<file path="src/rtl/mul_issue_ctrl_pkg.sv">
// Shared types and defaults for the multiplier issue controller.
package mul_pkg;

    localparam int unsigned MUL_SIZE  = 32;
    localparam int unsigned MUL_DEPTH = 4;

    typedef enum logic [1:0] {
        IDLE = 2'd0,
        BUSY = 2'd1,
        HOLD = 2'd2
    } state_t;

    typedef struct packed {
        logic [MUL_SIZE-1:0] a;
        logic [MUL_SIZE-1:0] b;
    } op_pair_t;

endpackage

</file>
<file path="src/rtl/mul_issue_ctrl_if.sv">
// Producer, core and consumer handshake signals of the issue controller.
// The controller connects through the slave modport.
interface mul_issue_ctrl_if #(
    parameter int unsigned SIZE = mul_pkg::MUL_SIZE
);
    logic            in_valid;
    logic            in_ready;
    logic [SIZE-1:0] in_a;
    logic [SIZE-1:0] in_b;
    logic            core_start;
    logic [SIZE-1:0] core_a;
    logic [SIZE-1:0] core_b;
    logic            core_done;
    logic [SIZE-1:0] core_result;
    logic            out_valid;
    logic            out_ready;
    logic [SIZE-1:0] out_result;

    modport master (
        output in_valid, in_a, in_b, core_done, core_result, out_ready,
        input  in_ready, core_start, core_a, core_b, out_valid, out_result
    );

    modport slave (
        input  in_valid, in_a, in_b, core_done, core_result, out_ready,
        output in_ready, core_start, core_a, core_b, out_valid, out_result
    );
endinterface

</file>
<file path="src/rtl/mul_issue_ctrl_op_fifo.sv">
// Synchronous operand FIFO, combinational read of the head entry.
// DEPTH must be a power of 2 so the pointers wrap naturally.
module op_fifo #(
    parameter int unsigned WIDTH = 64,
    parameter int unsigned DEPTH = 4
) (
    input  logic                   clk,
    input  logic                   rst,
    input  logic                   push,
    input  logic                   pop,
    input  logic [WIDTH-1:0]       din,
    output logic [WIDTH-1:0]       dout,
    output logic                   full,
    output logic                   empty,
    output logic [$clog2(DEPTH):0] count
);
    localparam int unsigned AW = $clog2(DEPTH);

    logic [WIDTH-1:0] r_mem [DEPTH];
    logic [AW-1:0]    r_wr_ptr;
    logic [AW-1:0]    r_rd_ptr;
    logic [AW:0]      r_count;
    logic             w_push;
    logic             w_pop;

    assign full   = (r_count == (AW+1)'(DEPTH));
    assign empty  = (r_count == '0);
    assign count  = r_count;
    assign dout   = r_mem[r_rd_ptr];
    assign w_push = push && !full;
    assign w_pop  = pop && !empty;

    // Storage array, not reset
    always_ff @(posedge clk) begin
        if (w_push) begin
            r_mem[r_wr_ptr] <= din;
        end
    end

    // Pointers and occupancy
    always_ff @(posedge clk) begin
        if (rst) begin
            r_wr_ptr <= '0;
            r_rd_ptr <= '0;
            r_count  <= '0;
        end else begin
            if (w_push) begin
                r_wr_ptr <= r_wr_ptr + 1'b1;
            end
            if (w_pop) begin
                r_rd_ptr <= r_rd_ptr + 1'b1;
            end
            case ({w_push, w_pop})
                2'b10:   r_count <= r_count + 1'b1;
                2'b01:   r_count <= r_count - 1'b1;
                default: r_count <= r_count;
            endcase
        end
    end
endmodule

</file>
<file path="src/rtl/mul_issue_ctrl.sv">
// Issue controller for the repeated-addition multiplier core: buffers
// operand pairs, issues one at a time, holds the product until accepted.
// Optional macro SWAP_SMALLER_EN: issue the smaller operand as core_b.
module mul_issue_ctrl
    import mul_pkg::*;
#(
    parameter int unsigned SIZE  = MUL_SIZE,
    parameter int unsigned DEPTH = MUL_DEPTH
) (
    input logic            clk,
    input logic            rst,
    mul_issue_ctrl_if.slave bus
);
    localparam int unsigned CW = $clog2(DEPTH) + 1;

    typedef struct packed {
        logic [SIZE-1:0] a;
        logic [SIZE-1:0] b;
    } pair_t;

    state_t          r_state;
    state_t          w_state_nxt;
    pair_t           w_push_pair;
    pair_t           w_pop_pair;
    logic            w_push;
    logic            w_pop;
    logic            w_full;
    logic            w_empty;
    logic [CW-1:0]   w_count;
    logic [CW-1:0]   w_count_nxt;
    logic            r_in_ready;
    logic            r_core_start;
    logic [SIZE-1:0] r_core_a;
    logic [SIZE-1:0] r_core_b;
    logic            r_out_valid;
    logic [SIZE-1:0] r_out_result;
    logic [SIZE-1:0] w_issue_a;
    logic [SIZE-1:0] w_issue_b;

    assign w_push      = bus.in_valid && r_in_ready && !w_full;
    assign w_push_pair = {bus.in_a, bus.in_b};

    op_fifo #(
        .WIDTH (2 * SIZE),
        .DEPTH (DEPTH)
    ) u_fifo (
        .clk   (clk),
        .rst   (rst),
        .push  (w_push),
        .pop   (w_pop),
        .din   (w_push_pair),
        .dout  (w_pop_pair),
        .full  (w_full),
        .empty (w_empty),
        .count (w_count)
    );

    // Occupancy after this cycle, so in_ready can be registered
    always_comb begin
        w_count_nxt = w_count;
        if (w_push && !w_pop) begin
            w_count_nxt = w_count + 1'b1;
        end else if (!w_push && w_pop) begin
            w_count_nxt = w_count - 1'b1;
        end
    end

    // Next state and FIFO pop; pops only from IDLE
    always_comb begin
        w_state_nxt = r_state;
        w_pop       = 1'b0;
        case (r_state)
            IDLE: begin
                if (!w_empty) begin
                    w_pop       = 1'b1;
                    w_state_nxt = BUSY;
                end
            end
            BUSY: begin
                if (bus.core_done) begin
                    w_state_nxt = HOLD;
                end
            end
            HOLD: begin
                if (bus.out_ready) begin
                    w_state_nxt = IDLE;
                end
            end
            default: w_state_nxt = IDLE;
        endcase
    end

`ifdef SWAP_SMALLER_EN
    // Put the smaller operand on core_b to shorten the core's iteration
    always_comb begin
        w_issue_a = w_pop_pair.a;
        w_issue_b = w_pop_pair.b;
        if (w_pop_pair.a < w_pop_pair.b) begin
            w_issue_a = w_pop_pair.b;
            w_issue_b = w_pop_pair.a;
        end
    end
`else
    assign w_issue_a = w_pop_pair.a;
    assign w_issue_b = w_pop_pair.b;
`endif

    // State register
    always_ff @(posedge clk) begin
        if (rst) begin
            r_state <= IDLE;
        end else begin
            r_state <= w_state_nxt;
        end
    end

    // Handshake and operand/result registers
    always_ff @(posedge clk) begin
        if (rst) begin
            r_in_ready   <= 1'b0;
            r_core_start <= 1'b0;
            r_core_a     <= '0;
            r_core_b     <= '0;
            r_out_valid  <= 1'b0;
            r_out_result <= '0;
        end else begin
            r_in_ready   <= (w_count_nxt != CW'(DEPTH));
            r_core_start <= w_pop;
            if (w_pop) begin
                r_core_a <= w_issue_a;
                r_core_b <= w_issue_b;
            end
            if (r_state == BUSY && bus.core_done) begin
                r_out_valid  <= 1'b1;
                r_out_result <= bus.core_result;
            end else if (r_state == HOLD && bus.out_ready) begin
                r_out_valid <= 1'b0;
            end
        end
    end

    assign bus.in_ready   = r_in_ready;
    assign bus.core_start = r_core_start;
    assign bus.core_a     = r_core_a;
    assign bus.core_b     = r_core_b;
    assign bus.out_valid  = r_out_valid;
    assign bus.out_result = r_out_result;
endmodule
</file>
<file path="src/flat_wrapper.sv">
// flat-port wrapper written by rule: the top's interface ports become plain ports
module mul_issue_ctrl_flat import mul_pkg::*;
#(
    parameter int unsigned SIZE  = MUL_SIZE,
    parameter int unsigned DEPTH = MUL_DEPTH
)
  (clk, rst, bus_in_valid, bus_in_a, bus_in_b, bus_core_done, bus_core_result, bus_out_ready, bus_in_ready, bus_core_start, bus_core_a, bus_core_b, bus_out_valid, bus_out_result);
  mul_issue_ctrl_if #(.SIZE(SIZE)) bus_i ();
  input logic clk;
  input logic rst;
  input wire logic [$bits(bus_i.in_valid)-1:0] bus_in_valid;
  input wire logic [$bits(bus_i.in_a)-1:0] bus_in_a;
  input wire logic [$bits(bus_i.in_b)-1:0] bus_in_b;
  input wire logic [$bits(bus_i.core_done)-1:0] bus_core_done;
  input wire logic [$bits(bus_i.core_result)-1:0] bus_core_result;
  input wire logic [$bits(bus_i.out_ready)-1:0] bus_out_ready;
  output wire logic [$bits(bus_i.in_ready)-1:0] bus_in_ready;
  output wire logic [$bits(bus_i.core_start)-1:0] bus_core_start;
  output wire logic [$bits(bus_i.core_a)-1:0] bus_core_a;
  output wire logic [$bits(bus_i.core_b)-1:0] bus_core_b;
  output wire logic [$bits(bus_i.out_valid)-1:0] bus_out_valid;
  output wire logic [$bits(bus_i.out_result)-1:0] bus_out_result;
  assign bus_i.in_valid = bus_in_valid;
  assign bus_i.in_a = bus_in_a;
  assign bus_i.in_b = bus_in_b;
  assign bus_i.core_done = bus_core_done;
  assign bus_i.core_result = bus_core_result;
  assign bus_i.out_ready = bus_out_ready;
  assign bus_in_ready = bus_i.in_ready;
  assign bus_core_start = bus_i.core_start;
  assign bus_core_a = bus_i.core_a;
  assign bus_core_b = bus_i.core_b;
  assign bus_out_valid = bus_i.out_valid;
  assign bus_out_result = bus_i.out_result;
  mul_issue_ctrl #(.SIZE(SIZE), .DEPTH(DEPTH)) u_core (.clk(clk), .rst(rst), .bus(bus_i));
endmodule
</file>
<file path="config.mk">
export PLATFORM = sky130hd
export DESIGN_NAME = mul_issue_ctrl_flat
export DESIGN_NICKNAME = d
export VERILOG_FILES = /design/src/rtl/mul_issue_ctrl_pkg.sv /design/src/rtl/mul_issue_ctrl_if.sv /design/src/rtl/mul_issue_ctrl_op_fifo.sv /design/src/rtl/mul_issue_ctrl.sv /design/src/flat_wrapper.sv
export SDC_FILE = /design/constraint.sdc
export NUM_CORES = 1
export LEC_CHECK = 0
export ABC_AREA = 1
export CAP_MARGIN = 0
export CELL_PAD_IN_SITES_DETAIL_PLACEMENT = 1
export CELL_PAD_IN_SITES_GLOBAL_PLACEMENT = 2
export CORE_MARGIN = 8
export CORE_UTILIZATION = 35
export CTS_BUF_LIST = sky130_fd_sc_hd__clkbuf_16
export CTS_CLUSTER_DIAMETER = 150
export DETAILED_ROUTE_END_ITERATION = 8
export PLACE_DENSITY = 0.84
export SKIP_CTS_REPAIR_TIMING = 1
export SYNTH_ARGS = -nofsm -noshare
export SYNTH_HDL_FRONTEND = slang
export SYNTH_SLANG_ARGS = --single-unit
</file>
<file path="constraint.sdc">
create_clock -name clk -period 5.63 [get_ports clk]
set_input_delay 1.4075 -clock clk [delete_from_list [all_inputs] [get_ports clk]]
set_output_delay 1.4075 -clock clk [all_outputs]
set_load 0.005 [all_outputs]
</file>
### Word-level counts from Yosys, hierarchy flattened

Memories as Yosys holds them, arrays and structs flattened. A register that Yosys moved wholly into a read port is not among the register bits.
Index checks and enable logic that the tools add are counted.

| storage, ports and cells | value |
|---|---|
| output and inout bits | 99 |
| logic and storage cells | 52 |
| memory bits (read-only) | 0 |
| input port bits | 101 |
| memory bits (writable) | 256 |
| flip-flop bits (word level) | 44 |
| latch bits | 0 |
| memories kept | 1 |

| operators by class | value |
|---|---|
| add/subtract/negate cells | 4 |
| multipliers | 0 |
| bitwise gates (word level) | 0 |
| equal/unequal tests | 9 |
| shift-type cells | 0 |
| divide/modulo/power cells | 0 |
| magnitude comparators | 0 |
| muxes and demuxes | 13 |
| reductions and logical operators | 17 |

Memories:

| name | words | width | rd ports | clocked after Yosys merged registers in | write ports | line | RTL |
|---|---|---|---|---|---|---|---|
| u_core.u_fifo.r_mem | 4 | 64 | 1 | 1 | 1 | mul_issue_ctrl_op_fifo.sv:19 | `logic [WIDTH-1:0] r_mem [DEPTH];` |

Operators with widths:

| kind | number |
|---|---|
| $logic_and 1x1->1 | 8 |
| $mux 1 | 6 |
| $mux 2 | 3 |
| $mux 3 | 2 |
| $ne 2x2->1 const B | 3 |
| $pmux 2 s3 | 1 |
| $pmux 3 s2 | 1 |
| $add 2x1->2 const B | 2 |
| $eq 2x1->1 const B | 2 |
| $eq 2x2->1 const B | 2 |
| $logic_not 1->1 | 4 |
| $reduce_bool 2->1 | 2 |
| $add 3x1->3 const B | 1 |
| $eq 3x3->1 const B | 1 |
| $logic_not 3->1 | 1 |
| $ne 3x3->1 const B | 1 |
| $reduce_and 3->1 | 1 |
| $sub 3x1->3 const B | 1 |
| $logic_not 2->1 | 1 |

### Logic depth before layout (Yosys ltp)

| depth | value |
|---|---|
| depth in word-level cells | 8 |
| mapped depth | 12 |
| mapped depth without buffers | 10 |

### By module

A second synthesis with hierarchy kept.

| unflattened totals | value |
|---|---|
| cell total of the unflattened synthesis | 1161 |
| area total of the unflattened synthesis | 13693.1 µm² |

By module, submodules not included:

| module | cells each | times used | area each (µm²) |
|---|---|---|---|
| op_fifo | 689 | 1 | 9979.6 |
| mul_issue_ctrl | 472 | 1 | 3713.6 |

### Least setup slack after synthesis

OpenSTA, ideal clock, no wires.

| timing | value |
|---|---|
| path kind | input port to flip-flop |
| start | in bus_in_valid |
| end | mem u_core.u_fifo.r_mem[0][0] (enable) |
| slack | 0.806 ns |
| library setup time | 0.486 ns |
| data required time | 5.144 ns |
| stages | 3 |
| arrival time | 4.338 ns |
| buffers on the path | 1 |
| path through | nand3_1 -> buf_2 -> nor2_1 |

| on the way | value |
|---|---|
| longest elaborated chain between the ends | 5 |

RTL lines:

| what | line | RTL |
|---|---|---|
| start, declared | flat_wrapper.sv:11 | `input wire logic [$bits(bus_i.in_valid)-1:0] bus_in_valid;` |
| $logic_and 1x1->1 (2 in a row) | mul_issue_ctrl.sv:40 | `assign w_push = bus.in_valid && r_in_ready && !w_full;` |
| $logic_and 1x1->1 | mul_issue_ctrl_op_fifo.sv:30 | `assign w_push = push && !full;` |
| $mux 1 | mul_issue_ctrl_op_fifo.sv:35 | `if (w_push) begin` |
| $mux 1 (not written as such) | mul_issue_ctrl_op_fifo.sv:36 | `r_mem[r_wr_ptr] <= din;` |
| end, declared | mul_issue_ctrl_op_fifo.sv:19 |  |

No other way between the ends.

### Worst setup path in the final report

| timing | value |
|---|---|
| start | in bus_in_valid |
| end | mem u_core.u_fifo.r_mem[2][19] (enable) |

The elaborated chain is that of the path after synthesis.

==> impl_metrics.env <==
export IMPL_cts_tree="done"
export IMPL_rr_endpoint="u_core.u_fifo.r_mem[2][19]$_DFFE_PP_"
export IMPL_area_growth_pct=26.8
export IMPL_ioPinCount=200
export IMPL_relSlewSlack=0.278
export IMPL_synth_area_leaders="edfxtp_1, dfxtp_1, nor2_1"
export IMPL_die_y_um=215
export IMPL_syn_cell_area_um2=13900
export IMPL_cp_data_required_time_ns=5.79
export IMPL_min_path_type="reg -> reg"
export IMPL_grt_pass1_vias=9829
export IMPL_r2r_setup_slack_ns=2.84
export IMPL_routed_top_layer="met5"
export IMPL_hold_violations=0
export IMPL_vias=9508
export IMPL_synth_cell_types=20
export IMPL_worstRegToRegCells=6
export IMPL_first_iter_violations=457
export IMPL_worstSetupStartpointType="input port"
export IMPL_routedWlPerCell_um=18.2
export IMPL_syn_inst=1263
export IMPL_m1WireLength_mm=15.3
export IMPL_layout_drive_gt1_share=0.0496
export IMPL_ys_seq_area_frac=0.709
export IMPL_synth_seq_cells=364
export IMPL_overflow=0
export IMPL_avgViaCountPerCell=4.76
export IMPL_outcome="finished, final reports clean"
export IMPL_place_ws_ns=1.74
export IMPL_dr_wl_met3_mm=1.72
export IMPL_postLayoutCellArea_um2=17600
export IMPL_htree_num_levels=2
export IMPL_cts_buffers=41
export IMPL_drc=0
export IMPL_max_cap_viol_count=0
export IMPL_initial_core_util=0.352
export IMPL_place_area_um2=16300
export IMPL_syn_mean_instance_area_um2=11.0
export IMPL_synth_common_cells="nor2_1, edfxtp_1, o21ai_0"
export IMPL_layout_nets=1548
export IMPL_synth_largest_area_cell="edfxtp_1"
export IMPL_setup_viol=0
export IMPL_maxSlewViolCount=0
export IMPL_cts_sinks=364
export IMPL_dieArea_um2=46300
export IMPL_ir_drop_mv=0.181
export IMPL_drt_total_wl_mm=36.3
export IMPL_grt_max_degree=78
export IMPL_synth_edf_count=256
export IMPL_synth_nets=1372
export IMPL_routed_wl_met2_mm=18.5
export IMPL_setup_tns_ns=0
export IMPL_fin_crit_ns=3.32
export IMPL_portBuffers=199
export IMPL_dp_hpwl_mm=21.6
export IMPL_r2r_start="u_core.u_fifo.count[0]$_SDFFE_PP0P_"
export IMPL_num_rows=73
export IMPL_antenna_found_initial=3
export IMPL_crit_type="in -> reg"
export IMPL_core_um2=39500
export IMPL_worstPathArrival_ns=3.48
export IMPL_fin_ws_ns=2.31
export IMPL_yosysWarnings=0
export IMPL_async_flop_share=0
export IMPL_synth_flop_cell="edfxtp_1"
export IMPL_worstSetupEndpointType="register"
export IMPL_first_pass_iters=4
export IMPL_crit_start="bus_in_valid"
export IMPL_finClkSkew_ns=0.0105
export IMPL_fin_crit_sh=0.590
export IMPL_cts_buffer_depth=3
export IMPL_leakagePower_nw=6.55
export IMPL_endpoint="u_core.u_fifo.r_mem[2][19]$_DFFE_PP_"
export IMPL_ant_nets=0
export IMPL_cts_root_buf="clkbuf_16"
export IMPL_p_per_area_nw_per_um2=488
export IMPL_path_max_fanout=64
export IMPL_grt_setup_unrepaired="false"
export IMPL_worst_pin_slew_ns=1.08
export IMPL_die_x_um=215
export IMPL_clock_fmax_ghz=0.301
export IMPL_gp_congestion=0.730
export IMPL_track_usage=0.153
export IMPL_worst_skew_pair_late_latency_ns=0.55
export IMPL_synth_most_common_cell="nor2_1"
export IMPL_grt_pass1_wl_mm=56.6
export IMPL_netlist_area_leader_share=0.553
export IMPL_clkTransAtPathRegs_ns=0.06
==> metrics by stage <==
step                hold slack [ns]   util  power, mW  instances
global route                  0.471  0.447       9.19       1998
CTS                           0.447  0.447       8.77       1997
floorplan                     0.440      -       5.09       1263
global placement              0.433  0.413       6.04       1921
detailed placement            0.437  0.413       6.13       1921
finish                        0.443  0.447       8.60       1998
==> power by group <==
part | switching [mW] | total (mW) | leakage, nW | internal [mW]
clock network | 1.03 | 2.59 | 0.732 | 1.56
registers | 0.266 | 3.52 | 3.21 | 3.26
logic | 1.50 | 2.49 | 2.61 | 0.988
total | 2.80 | 8.60 | 6.55 | 5.80
==> cell families after synthesis <==
family / count (synthesis) / synth area share
xor gates and xnor gates: 2 / 0.00126
buffers and inverters: 192 / 0.0571
AOI/OAI and AO/OA: 273 / 0.110
DFF: 364 / 0.709
adders and majority gates: 8 / 0.00720
and+or+nand+nor: 424 / 0.116
==> final cells by class <==
type	instances	area, um^2
Antenna cell	1	2.50
Fill cell	4264	21800
Inverter	117	442
Timing Repair Buffer	208	2060
Clock inverter	33	244
Sequential cell	364	9860
Tap cell	525	657
Multi-Input combinational cell	707	3290
Clock buffer	43	1080
==> worst min path at each step <==
stage | start | depth (start not counted) | endpoint
after floorplan | u_core.bus.out_result[0]$_SDFFE_PP0P_ | 2 | u_core.bus.out_result[0]$_SDFFE_PP0P_
after global placement | u_core.bus.out_result[11]$_SDFFE_PP0P_ | 2 | u_core.bus.out_result[11]$_SDFFE_PP0P_
after detailed placement | u_core.bus.out_result[22]$_SDFFE_PP0P_ | 2 | u_core.bus.out_result[22]$_SDFFE_PP0P_
after CTS | u_core.bus.out_result[23]$_SDFFE_PP0P_ | 2 | u_core.bus.out_result[23]$_SDFFE_PP0P_
after global routing | u_core.bus.out_result[23]$_SDFFE_PP0P_ | 2 | u_core.bus.out_result[23]$_SDFFE_PP0P_
final | u_core.bus.out_result[23]$_SDFFE_PP0P_ | 2 | u_core.bus.out_result[23]$_SDFFE_PP0P_
==> worst max-delay path: stages <==
cell,delay [ns]
clkdlybuf4s50_1,0.46
nand3_1,0.50
nor2_4,0.22
buf_4,0.84
==> metal layers <==
metal	up-vias	track usage
li1	4607	-
met3	54	0.0360
met2	168	0.271
met1	4677	0.182
met5	-	0
met4	2	0.0495
==> sequential cells by signal, indices dropped and copies added (netlist names) <==
signal                  cells
u_core.bus.out_result      32
u_core.r_state              2
u_core.bus.core_b          32
u_core.u_fifo.count         3
u_core.bus.core_a          32
u_core.u_fifo.r_mem       256
u_core.u_fifo.r_rd_ptr      2
u_core.bus.core_start       1
u_core.bus.out_valid        1
u_core.bus.in_ready         1
u_core.u_fifo.r_wr_ptr      2
==> placed cells by master (no fill, tap or decap) <==
master | Yosys | final
inv_1 | 116 | 138
nand3_2 | 0 | 1
nor2_4 | 1 | 5
buf_4 | 11 | 10
xor2_1 | 2 | 2
nor2_1 | 333 | 329
edfxtp_1 | 256 | 256
bufinv_16 | 0 | 4
nand2_1 | 83 | 83
dfxtp_1 | 108 | 106
a21oi_1 | 42 | 42
o211ai_1 | 64 | 64
o21ai_1 | 1 | 1
nand3_1 | 5 | 4
o21ai_0 | 166 | 166
diode_2 | 0 | 1
clkinv_4 | 0 | 1
dfxtp_4 | 0 | 2
inv_2 | 1 | 1
inv_4 | 0 | 1
clkdlybuf4s50_1 | 0 | 198
ha_1 | 8 | 8
clkinv_2 | 0 | 4
clkbuf_16 | 0 | 43
inv_6 | 0 | 1
nand3b_1 | 2 | 2
Power figures use the tool's default switching activity.
